File: src/rtl/int_prio_ctrl_if.sv
// Signal bundle between int_prio_ctrl, the interrupt sources and the CPU control unit.
// master = CPU/source side, slave = the controller.
interface int_prio_ctrl_if #(
    parameter int unsigned NUM_SRC = 5
);
    logic [NUM_SRC-1:0] src_req;
    logic               if_in;
    logic               mask_we;
    logic [NUM_SRC-1:0] mask_wdata;
    logic               int_ack;
    logic               eoi;
    logic               irq;
    logic [2:0]         int_num;
    logic [7:0]         int_vec;
    logic [NUM_SRC-1:0] pending;
    logic [NUM_SRC-1:0] in_service;
    logic [NUM_SRC-1:0] mask_q;

    modport master (
        output src_req, if_in, mask_we, mask_wdata, int_ack, eoi,
        input  irq, int_num, int_vec, pending, in_service, mask_q
    );

    modport slave (
        input  src_req, if_in, mask_we, mask_wdata, int_ack, eoi,
        output irq, int_num, int_vec, pending, in_service, mask_q
    );
endinterface

File: src/rtl/int_prio_ctrl.sv
// Prioritising interrupt controller: edge-latched pending bits, mask, fixed priority, in-service tracking.
// Define INT_NEST_EN to allow higher-priority sources to nest over an in-service one.
module int_prio_ctrl #(
    parameter int unsigned NUM_SRC    = 5,
    parameter logic [7:0]  VEC_BASE   = 8'h08,
    parameter logic [7:0]  VEC_STRIDE = 8'h04
) (
    input logic            clk,
    input logic            reset,
    int_prio_ctrl_if.slave bus
);
    typedef enum logic [1:0] {IDLE, REQ, ACK} state_t;

    state_t             state, state_n;
    logic [NUM_SRC-1:0] pending, pending_n;
    logic [NUM_SRC-1:0] in_service, in_service_n;
    logic [NUM_SRC-1:0] mask_q, mask_n;
    logic [NUM_SRC-1:0] src_q;
    logic               irq, irq_n;
    logic [2:0]         int_num, int_num_n;
    logic [7:0]         int_vec, int_vec_n;

    logic [NUM_SRC-1:0] eligible, cand, sel;
    logic               win_any, eoi_any;
    logic [2:0]         win_idx, eoi_idx;

`ifdef INT_NEST_EN
    logic seen;
    always_comb begin
        seen     = 1'b0;
        eligible = '0;
        for (int unsigned i = 0; i < NUM_SRC; i++) begin
            seen        = seen | in_service[i];
            eligible[i] = ~seen;
        end
    end
`else
    always_comb begin
        eligible = (|in_service) ? '0 : '1;
    end
`endif

    // Descending scan so the lowest set index is the one left standing.
    always_comb begin
        cand    = pending & ~mask_q & eligible;
        win_any = 1'b0;
        win_idx = '0;
        eoi_any = 1'b0;
        eoi_idx = '0;
        sel     = '0;
        for (int unsigned i = NUM_SRC; i > 0; i--) begin
            if (cand[i-1]) begin
                win_any = 1'b1;
                win_idx = 3'(i - 1);
            end
            if (in_service[i-1]) begin
                eoi_any = 1'b1;
                eoi_idx = 3'(i - 1);
            end
        end
        for (int unsigned i = 0; i < NUM_SRC; i++) begin
            sel[i] = (int_num == 3'(i + 1));
        end
    end

    always_comb begin
        state_n      = state;
        irq_n        = irq;
        int_num_n    = int_num;
        int_vec_n    = int_vec;
        pending_n    = pending;
        in_service_n = in_service;
        mask_n       = bus.mask_we ? bus.mask_wdata : mask_q;

        // EOI works on the pre-ack in_service value; the ack set is OR-ed on afterwards.
        if (bus.eoi && eoi_any) begin
            in_service_n[eoi_idx] = 1'b0;
        end

        case (state)
            IDLE: begin
                if (bus.if_in && win_any) begin
                    state_n   = REQ;
                    irq_n     = 1'b1;
                    int_num_n = win_idx + 3'd1;
                    int_vec_n = VEC_BASE + {5'b0, win_idx} * VEC_STRIDE;
                end
            end
            REQ: begin
                if (bus.int_ack) begin
                    pending_n    = pending & ~sel;
                    in_service_n = in_service_n | sel;
                    irq_n        = 1'b0;
                    state_n      = ACK;
                end else if (!bus.if_in || !(|(cand & sel))) begin
                    irq_n     = 1'b0;
                    int_num_n = '0;
                    int_vec_n = '0;
                    state_n   = IDLE;
                end
            end
            ACK: begin
                int_num_n = '0;
                int_vec_n = '0;
                state_n   = IDLE;
            end
            default: state_n = IDLE;
        endcase

        pending_n = pending_n | (bus.src_req & ~src_q);
    end

    always_ff @(posedge clk) begin
        if (reset) begin
            state <= IDLE;
        end else begin
            state <= state_n;
        end
    end

    always_ff @(posedge clk) begin
        if (reset) begin
            pending    <= '0;
            in_service <= '0;
            mask_q     <= '1;
            src_q      <= '0;
            irq        <= 1'b0;
            int_num    <= '0;
            int_vec    <= '0;
        end else begin
            pending    <= pending_n;
            in_service <= in_service_n;
            mask_q     <= mask_n;
            src_q      <= bus.src_req;
            irq        <= irq_n;
            int_num    <= int_num_n;
            int_vec    <= int_vec_n;
        end
    end

    assign bus.irq        = irq;
    assign bus.int_num    = int_num;
    assign bus.int_vec    = int_vec;
    assign bus.pending    = pending;
    assign bus.in_service = in_service;
    assign bus.mask_q     = mask_q;
endmodule

File: src/flat_wrapper.sv
// flat-port wrapper written by rule: the top's interface ports become plain ports
module int_prio_ctrl_flat 
#(
    parameter int unsigned NUM_SRC    = 5,
    parameter logic [7:0]  VEC_BASE   = 8'h08,
    parameter logic [7:0]  VEC_STRIDE = 8'h04
)
  (clk, reset, bus_src_req, bus_if_in, bus_mask_we, bus_mask_wdata, bus_int_ack, bus_eoi, bus_irq, bus_int_num, bus_int_vec, bus_pending, bus_in_service, bus_mask_q);
  int_prio_ctrl_if #(.NUM_SRC(NUM_SRC)) bus_i ();
  input logic clk;
  input logic reset;
  input wire logic [$bits(bus_i.src_req)-1:0] bus_src_req;
  input wire logic [$bits(bus_i.if_in)-1:0] bus_if_in;
  input wire logic [$bits(bus_i.mask_we)-1:0] bus_mask_we;
  input wire logic [$bits(bus_i.mask_wdata)-1:0] bus_mask_wdata;
  input wire logic [$bits(bus_i.int_ack)-1:0] bus_int_ack;
  input wire logic [$bits(bus_i.eoi)-1:0] bus_eoi;
  output wire logic [$bits(bus_i.irq)-1:0] bus_irq;
  output wire logic [$bits(bus_i.int_num)-1:0] bus_int_num;
  output wire logic [$bits(bus_i.int_vec)-1:0] bus_int_vec;
  output wire logic [$bits(bus_i.pending)-1:0] bus_pending;
  output wire logic [$bits(bus_i.in_service)-1:0] bus_in_service;
  output wire logic [$bits(bus_i.mask_q)-1:0] bus_mask_q;
  assign bus_i.src_req = bus_src_req;
  assign bus_i.if_in = bus_if_in;
  assign bus_i.mask_we = bus_mask_we;
  assign bus_i.mask_wdata = bus_mask_wdata;
  assign bus_i.int_ack = bus_int_ack;
  assign bus_i.eoi = bus_eoi;
  assign bus_irq = bus_i.irq;
  assign bus_int_num = bus_i.int_num;
  assign bus_int_vec = bus_i.int_vec;
  assign bus_pending = bus_i.pending;
  assign bus_in_service = bus_i.in_service;
  assign bus_mask_q = bus_i.mask_q;
  int_prio_ctrl #(.NUM_SRC(NUM_SRC), .VEC_BASE(VEC_BASE), .VEC_STRIDE(VEC_STRIDE)) u_core (.clk(clk), .reset(reset), .bus(bus_i));
endmodule
File: config.mk
export PLATFORM = sky130hd
export DESIGN_NAME = int_prio_ctrl_flat
export DESIGN_NICKNAME = d
export VERILOG_FILES = /design/src/rtl/int_prio_ctrl_if.sv /design/src/rtl/int_prio_ctrl.sv /design/src/flat_wrapper.sv
export SDC_FILE = /design/constraint.sdc
export NUM_CORES = 1
export LEC_CHECK = 0
export CAP_MARGIN = 5
export CORE_ASPECT_RATIO = 0.7
export CORE_MARGIN = 4
export CORE_UTILIZATION = 42
export CTS_BUF_LIST = sky130_fd_sc_hd__clkbuf_16
export DETAILED_ROUTE_END_ITERATION = 16
export HOLD_SLACK_MARGIN = 0.15
export PLACE_DENSITY = 0.75
export SYNTH_ARGS = -nofsm -noshare
export SYNTH_HDL_FRONTEND = slang
export SYNTH_SLANG_ARGS = --single-unit
File: constraint.sdc
create_clock -name clk -period 1.81 [get_ports clk]
set_input_delay 0.2715 -clock clk [delete_from_list [all_inputs] [get_ports clk]]
set_output_delay 0.2715 -clock clk [all_outputs]
set_load 0.05 [all_outputs]
-- After elaboration in Yosys (flattened, before gate mapping)
Index checks and enable logic that the tools add are counted.
- bits in registers: 34
- bits of input ports: 16
- output and inout port bits: 27
- logic and storage cells: 93
- add/subtract/negate cells: 2
- $lt $le $gt $ge: 2
- equal/unequal tests: 11
- muxes and demuxes: 44
- bitwise logic cells: 12
- reductions and logical operators: 14
- operator list (kind ; count):
    $mux 3 ; 13
    $and 5x5->5 ; 6
    $mux 5 ; 6
    $mux 8 ; 3
    $pmux 8 s3 ; 1
    $not 5->5 ; 4
    $mux 1 ; 14
    $or 5x5->5 ; 2
    $reduce_or 5->1 ; 2
    $pmux 3 s3 ; 1
    $add 4x5->6 const A ; 1
    $eq 3x2->1 const B ; 2
    $eq 3x3->1 const B ; 2
    $mux 2 ; 3
    $lt 3x4->1 const B ; 1
    $ne 2x1->1 const B ; 2
    $pmux 2 s2 ; 1
    $reduce_and 4->1 ; 1
    $add 3x1->3 const B ; 1
    $demux 1 s3 ; 1
    $eq 3x1->1 const B ; 1
    $ge 3x1->1 const B ; 1
    $logic_and 1x1->1 ; 3
    $ne 3x2->1 const B ; 1
    11 further kinds ; 12

-- Logic depth before layout (Yosys ltp)
- word-level depth: 15
- depth in mapped cells: 7
- mapped depth without buffers: 7

-- Least setup slack after synthesis
No wires, ideal clock.
- kind: register to register
- start: register u_core.pending[0] (netlist: u_core.bus.pending[0])
- end: register u_core.state[0]
- setup time: 0.129 ns
- data arrival time: 1.962 ns
- required time: 1.681 ns
- setup slack: -0.281 ns
- stages on the path, launching flop included: 6
- path buffers: 0
- clock period less this slack: 2.091 ns
- cells stage by stage: dfxtp_1 or4b_1 o2111ai_1 or4b_4 o2111ai_2 o31ai_1
- word-level cells in the longest chain between the ends: 8
- elaborated cells on any way between the ends: 11
- those cells by class: eq/ne (2); mux (1); bitwise (3); reduce/logical (5)
- ends and longest elaborated chain (what ; line ; source):
    from (decl) ; int_prio_ctrl.sv:15 ; logic [NUM_SRC-1:0] pending, pending_n;
    from (signal assigned) ; int_prio_ctrl.sv:131 ; pending <= pending_n;
    $and 5x5->5 * (2 in a row) ; int_prio_ctrl.sv:45 ; cand = pending & ~mask_q & eligible;
    $and 5x5->5 ; int_prio_ctrl.sv:95 ; end else if (!bus.if_in || !(|(cand & sel))) begin
    $reduce_or 5->1 ; int_prio_ctrl.sv:95 ;
    $logic_not 1->1 ; int_prio_ctrl.sv:95 ;
    $logic_or 1x1->1 ; int_prio_ctrl.sv:95 ;
    $ne 3x2->1 (no source line) ; - ;
    $reduce_and 2->1 (no source line) * ; - ;
    to (signal assigned) ; int_prio_ctrl.sv:117 ; state <= state_n;
    to (decl) ; int_prio_ctrl.sv:14 ; state_t state, state_n;
Mark *: on every way between the ends. The rest lies on a longest branch, timed or not.
A chain may end at the register's enable or synchronous reset.

-- Final worst setup path
- start: register u_core.pending[3] (netlist: u_core.bus.pending[3])
- end: register u_core.int_vec[3] (netlist: u_core.bus.int_vec[3])
- word-level cells in the longest chain between the ends: 9
- elaborated cells on any way between the ends: 21
- those cells by class: add/sub (1); eq/ne (2); mux (10); bitwise (3); reduce/logical (5)
- ends and longest elaborated chain (what ; line ; source):
    $and 5x5->5 * (2 in a row) ; int_prio_ctrl.sv:45 ;
    $mux 3 or $mux 1 (tied branches) (4 in a row) ; int_prio_ctrl.sv:52 ; if (cand[i-1]) begin
    $add 4x5->6 or $logic_and 1x1->1 (tied branches) ; int_prio_ctrl.sv:86, int_prio_ctrl.sv:82 ;
    $mux 8 or $ne 2x1->1 (tied branches) ; - ;
    $pmux 8 s3 or $reduce_and 4->1 (tied branches) ; - ;
    to (signal assigned) ; int_prio_ctrl.sv:137 ; int_vec <= int_vec_n;
    to (decl) ; int_prio_ctrl.sv:21 ; logic [7:0] int_vec, int_vec_n;
Mark *: on every way between the ends. The rest lies on a longest branch, timed or not. The select of a mux whose other input is x is not followed.

==> key figures <==
Status
  • Status: complete, but fails checks
  • Violated checks: negative setup slack

Synthesis
  • Syn avg cell area: 8.940 um^2
  • Main area contributors after synthesis: dfxtp_1 41%, nor2b_1 9.3%, a21oi_1 6.1%
  • Synthesized area: 0.001475 mm^2
  • Asr flop ratio synth: 0
  • Seq/Total Area, Yosys: 0.4071
  • Synth cell types: 41
  • Top cells by count, synth: 30 x dfxtp_1, 22 x nor2b_1, 18 x a21oi_1
  • Area leader, netlist: dfxtp_1
  • Top cell type's share of synthesized area: 0.4071
  • Syn Inst Count: 165
  • YS warnings: 0
  • Most frequent cell after synthesis: dfxtp_1
  • Primary FF master, synth: dfxtp_1
  • EDFF count, synth: 0
  • Synthesized flop and latch total: 30

Power and ir drop
  • PwrDens: between 800 and 900 mW/mm^2
  • Seq pwr share: 0.377
  • Pint: ~0.0014 W
  • Combinational fraction of design power: 0.224
  • Worst vdd ir: 0.0006211 V
  • Switching portion of total power: 0.2920
  • Psw: between 0.0005 and 0.0006 W
  • Static Leak: 0.9130 nW
  • Tot Pwr: between 0.0015 and 0.002 W
  • Clock network power share: 0.399

Setup path
  • Crit path capture: u_core.bus.int_vec[3]
  • Worst r2r path cells: 5
  • CP top delay family: simple AND/OR/NAND/NOR gates
  • Worst R2R Setup Slack: -0.11 ns
  • Launch point of the critical path: u_core.bus.pending[3]
  • CP Buf/Inv Count: 0
  • Critical R2R Capture: u_core.bus.int_vec[3]
  • Crit-path slowest cell: or4_1
  • WP data arrival: 2.12 ns
  • Critical Path RT: between 2 and 2.5 ns
  • Critical path cell sequence: nor2b_1 -> or3_1 -> o211ai_2 -> or4_1 -> a21oi_2
  • Largest stage delay, worst path: 0.48 ns
  • FF-to-FF Start: u_core.bus.pending[3]
  • Critical Path Source Type: flop
  • Crit. End Element: flop
  • Critical Path Fanout Max: 10
  • Cell count along the critical path: 5
  • WS Path Type: reg -> reg

Finish
  • Layout Nets: 247
  • Area growth, synth to finish: 51.48%
  • Share of cells above drive strength 1: 0.3260
  • # diodes: 0
  • Final Cell Area: about 0.0022 mm^2
  • Util after Layout: 0.6867

Timing
  • RSZ-0062 raised after global routing: true
  • Final min period: 1.915 ns
  • Max Slew Vio Count: 0
  • Setup TNS: -0.3657 ns
  • Final Hold Vio Count: 0
  • Setup WS post-layout: -0.1054 ns
  • Final Setup Violations: 8
  • Crit share post-route: 1.058
  • Max Freq: 0.5221 GHz
  • Clock skew: about 0.0059 ns
  • Worst-margin pin slew: roughly 0.51 ns
  • Rel. slew slack: 0.6586

Hold path
  • Worst hold path class: reg -> reg
  • Worst hold start: u_core.bus.int_vec[5]

Drt
  • DRT iter0 DRCs: 57
  • Final wirelength: 4002 um
  • Via/cell ratio: 5.215
  • Residual DRC: 0
  • WL/cell: ~15 um
  • TritonRoute pass-1 iters: 4
  • Vias: between 1k and 1.5k
  • Detail Route Antenna Nets: 0

Floorplanning
  • Die width: 78.84 um
  • Site Rows: 17
  • Core area: around 0.0033 mm^2
  • Initial Util: 0.4533
  • DIE HEIGHT: ~58 um
  • IO Pins: 43
  • Die area: 0.004540 mm^2

Clock network
  • CTS tree: built
  • # clock sinks: 30
  • Worst-path clk slew: 0.05 ns
  • Skew-Pair Late Insertion Delay: 0.28 ns
  • CTS buffer count: 5
  • Htree depth: 2
  • Clock buffer depth: 2
  • Root buffer cell: clkbuf_16
  • Hold_buf cts: 0

Global route
  • Congestion Overflow GR: 0
  • GR Util met3: 0.07729
  • Pin count of the biggest net entering global routing: 18
  • First-pass GRT wire length: 6437 um
  • Most Crowded Layer GR: met2
  • Met1 Use GR: 0.2357
  • Vias in the first global route: 1383
  • Initial antenna violation count: 0
  • GRT Overall Usage: 0.1832
  • Met2 Use GR: 0.2842

Run
  • Max_cap viols: 0

Place
  • Routability Congestion: between 0.8 and 0.9
  • I/O Buffers: 38
  • Final HPWL DP: 2943 um
  • Area after DPL: between 0.002 and 0.0025 mm^2
==> state kept, by name, summed over array words and instances (netlist names) <==
name                   flops
u_core.bus.mask_q          5
u_core.bus.pending         5
u_core.bus.irq             1
u_core.src_q               5
u_core.bus.int_vec         4
u_core.state               2
u_core.bus.in_service      5
u_core.bus.int_num         3
==> layout make-up <==
type                    count  area (um^2)
multi-input cells         123        862.1
inverters                   6        22.52
fillers                   254         1020
well taps                  47        58.81
repair buffers             60        518.0
flip-flops and latches     30        635.6
clock buffers               5        125.1
clock inverters             3        12.51
==> stage by stage <==
stage	std cells	setup slack (ns)	hold WS, ns
6_report	274	-0.1054	0.4898
5_1_grt	274	-0.1784	0.5099
4_1_cts	273	-0.09597	0.4876
3_5_place_dp	263	-0.1653	0.4751
3_3_place_gp	263	-0.1530	0.4588
2_1_floorplan	168	-0.07634	0.3887
==> layout by cell type, fill, tap and decap left out, types with 6 or more instances in the layout <==
cell and n:
nor2b_1 22, dfxtp_2 10, clkdlybuf4s50_1 27, a21oi_1 16, dfxtp_4 6, nand2_1 10
dfxtp_1 14, buf_4 33, o21ai_0 10, inv_1 7, nor2_1 8
==> tightest hold or removal path, cell delays in order, from the launching register on <==
cell,delay (ns)
dfxtp_1,0.30
o21ai_0,0.08
a21oi_1,0.06
==> logic make-up after synthesis <==
family | share of synthesized area
simple gates | 0.2816
compound gates | 0.2095
flops | 0.4071
buf+inv | 0.05089
fa+ha+maj | 0.04241
xor+xnor | 0.005938
other cells | 0.002542
==> power by group through the flow <==
stage | combinational [W] | sequential [W] | clock, W
global route | 0.000457 | 0.000731 | 0.000815
floorplan | 0.000172 | 0.000835 | 0
global placement | 0.000401 | 0.000738 | 0
detailed placement | 0.000409 | 0.000740 | 0
finish | 0.000431 | 0.000727 | 0.000770
CTS | 0.000423 | 0.000727 | 0.000789
==> layer usage <==
metal	routed length, um	vias up
met1	1869	668
met4	42	0
li1	-	704
met2	1774	51
met3	316	6
met5	0	-
==> worst min-delay path by stage <==
stage / end / depth (start not counted)
6_report: u_core.bus.int_vec[5] / 2
5_1_grt: u_core.bus.int_vec[2] / 2
4_1_cts: u_core.bus.int_vec[2] / 2
3_5_place_dp: u_core.bus.int_vec[3] / 2
3_3_place_gp: u_core.bus.int_vec[3] / 2
2_1_floorplan: u_core.bus.mask_q[4] / 1
==> repair_timing <==
item | in CTS | in global routing
gates resized for setup | 5 | 4
buffers inserted | 2 | 1
endpoints found under the setup margin | 10 | 10
pin swaps | 7 | 1
Note: power is estimated with default switching activity, not from simulation.
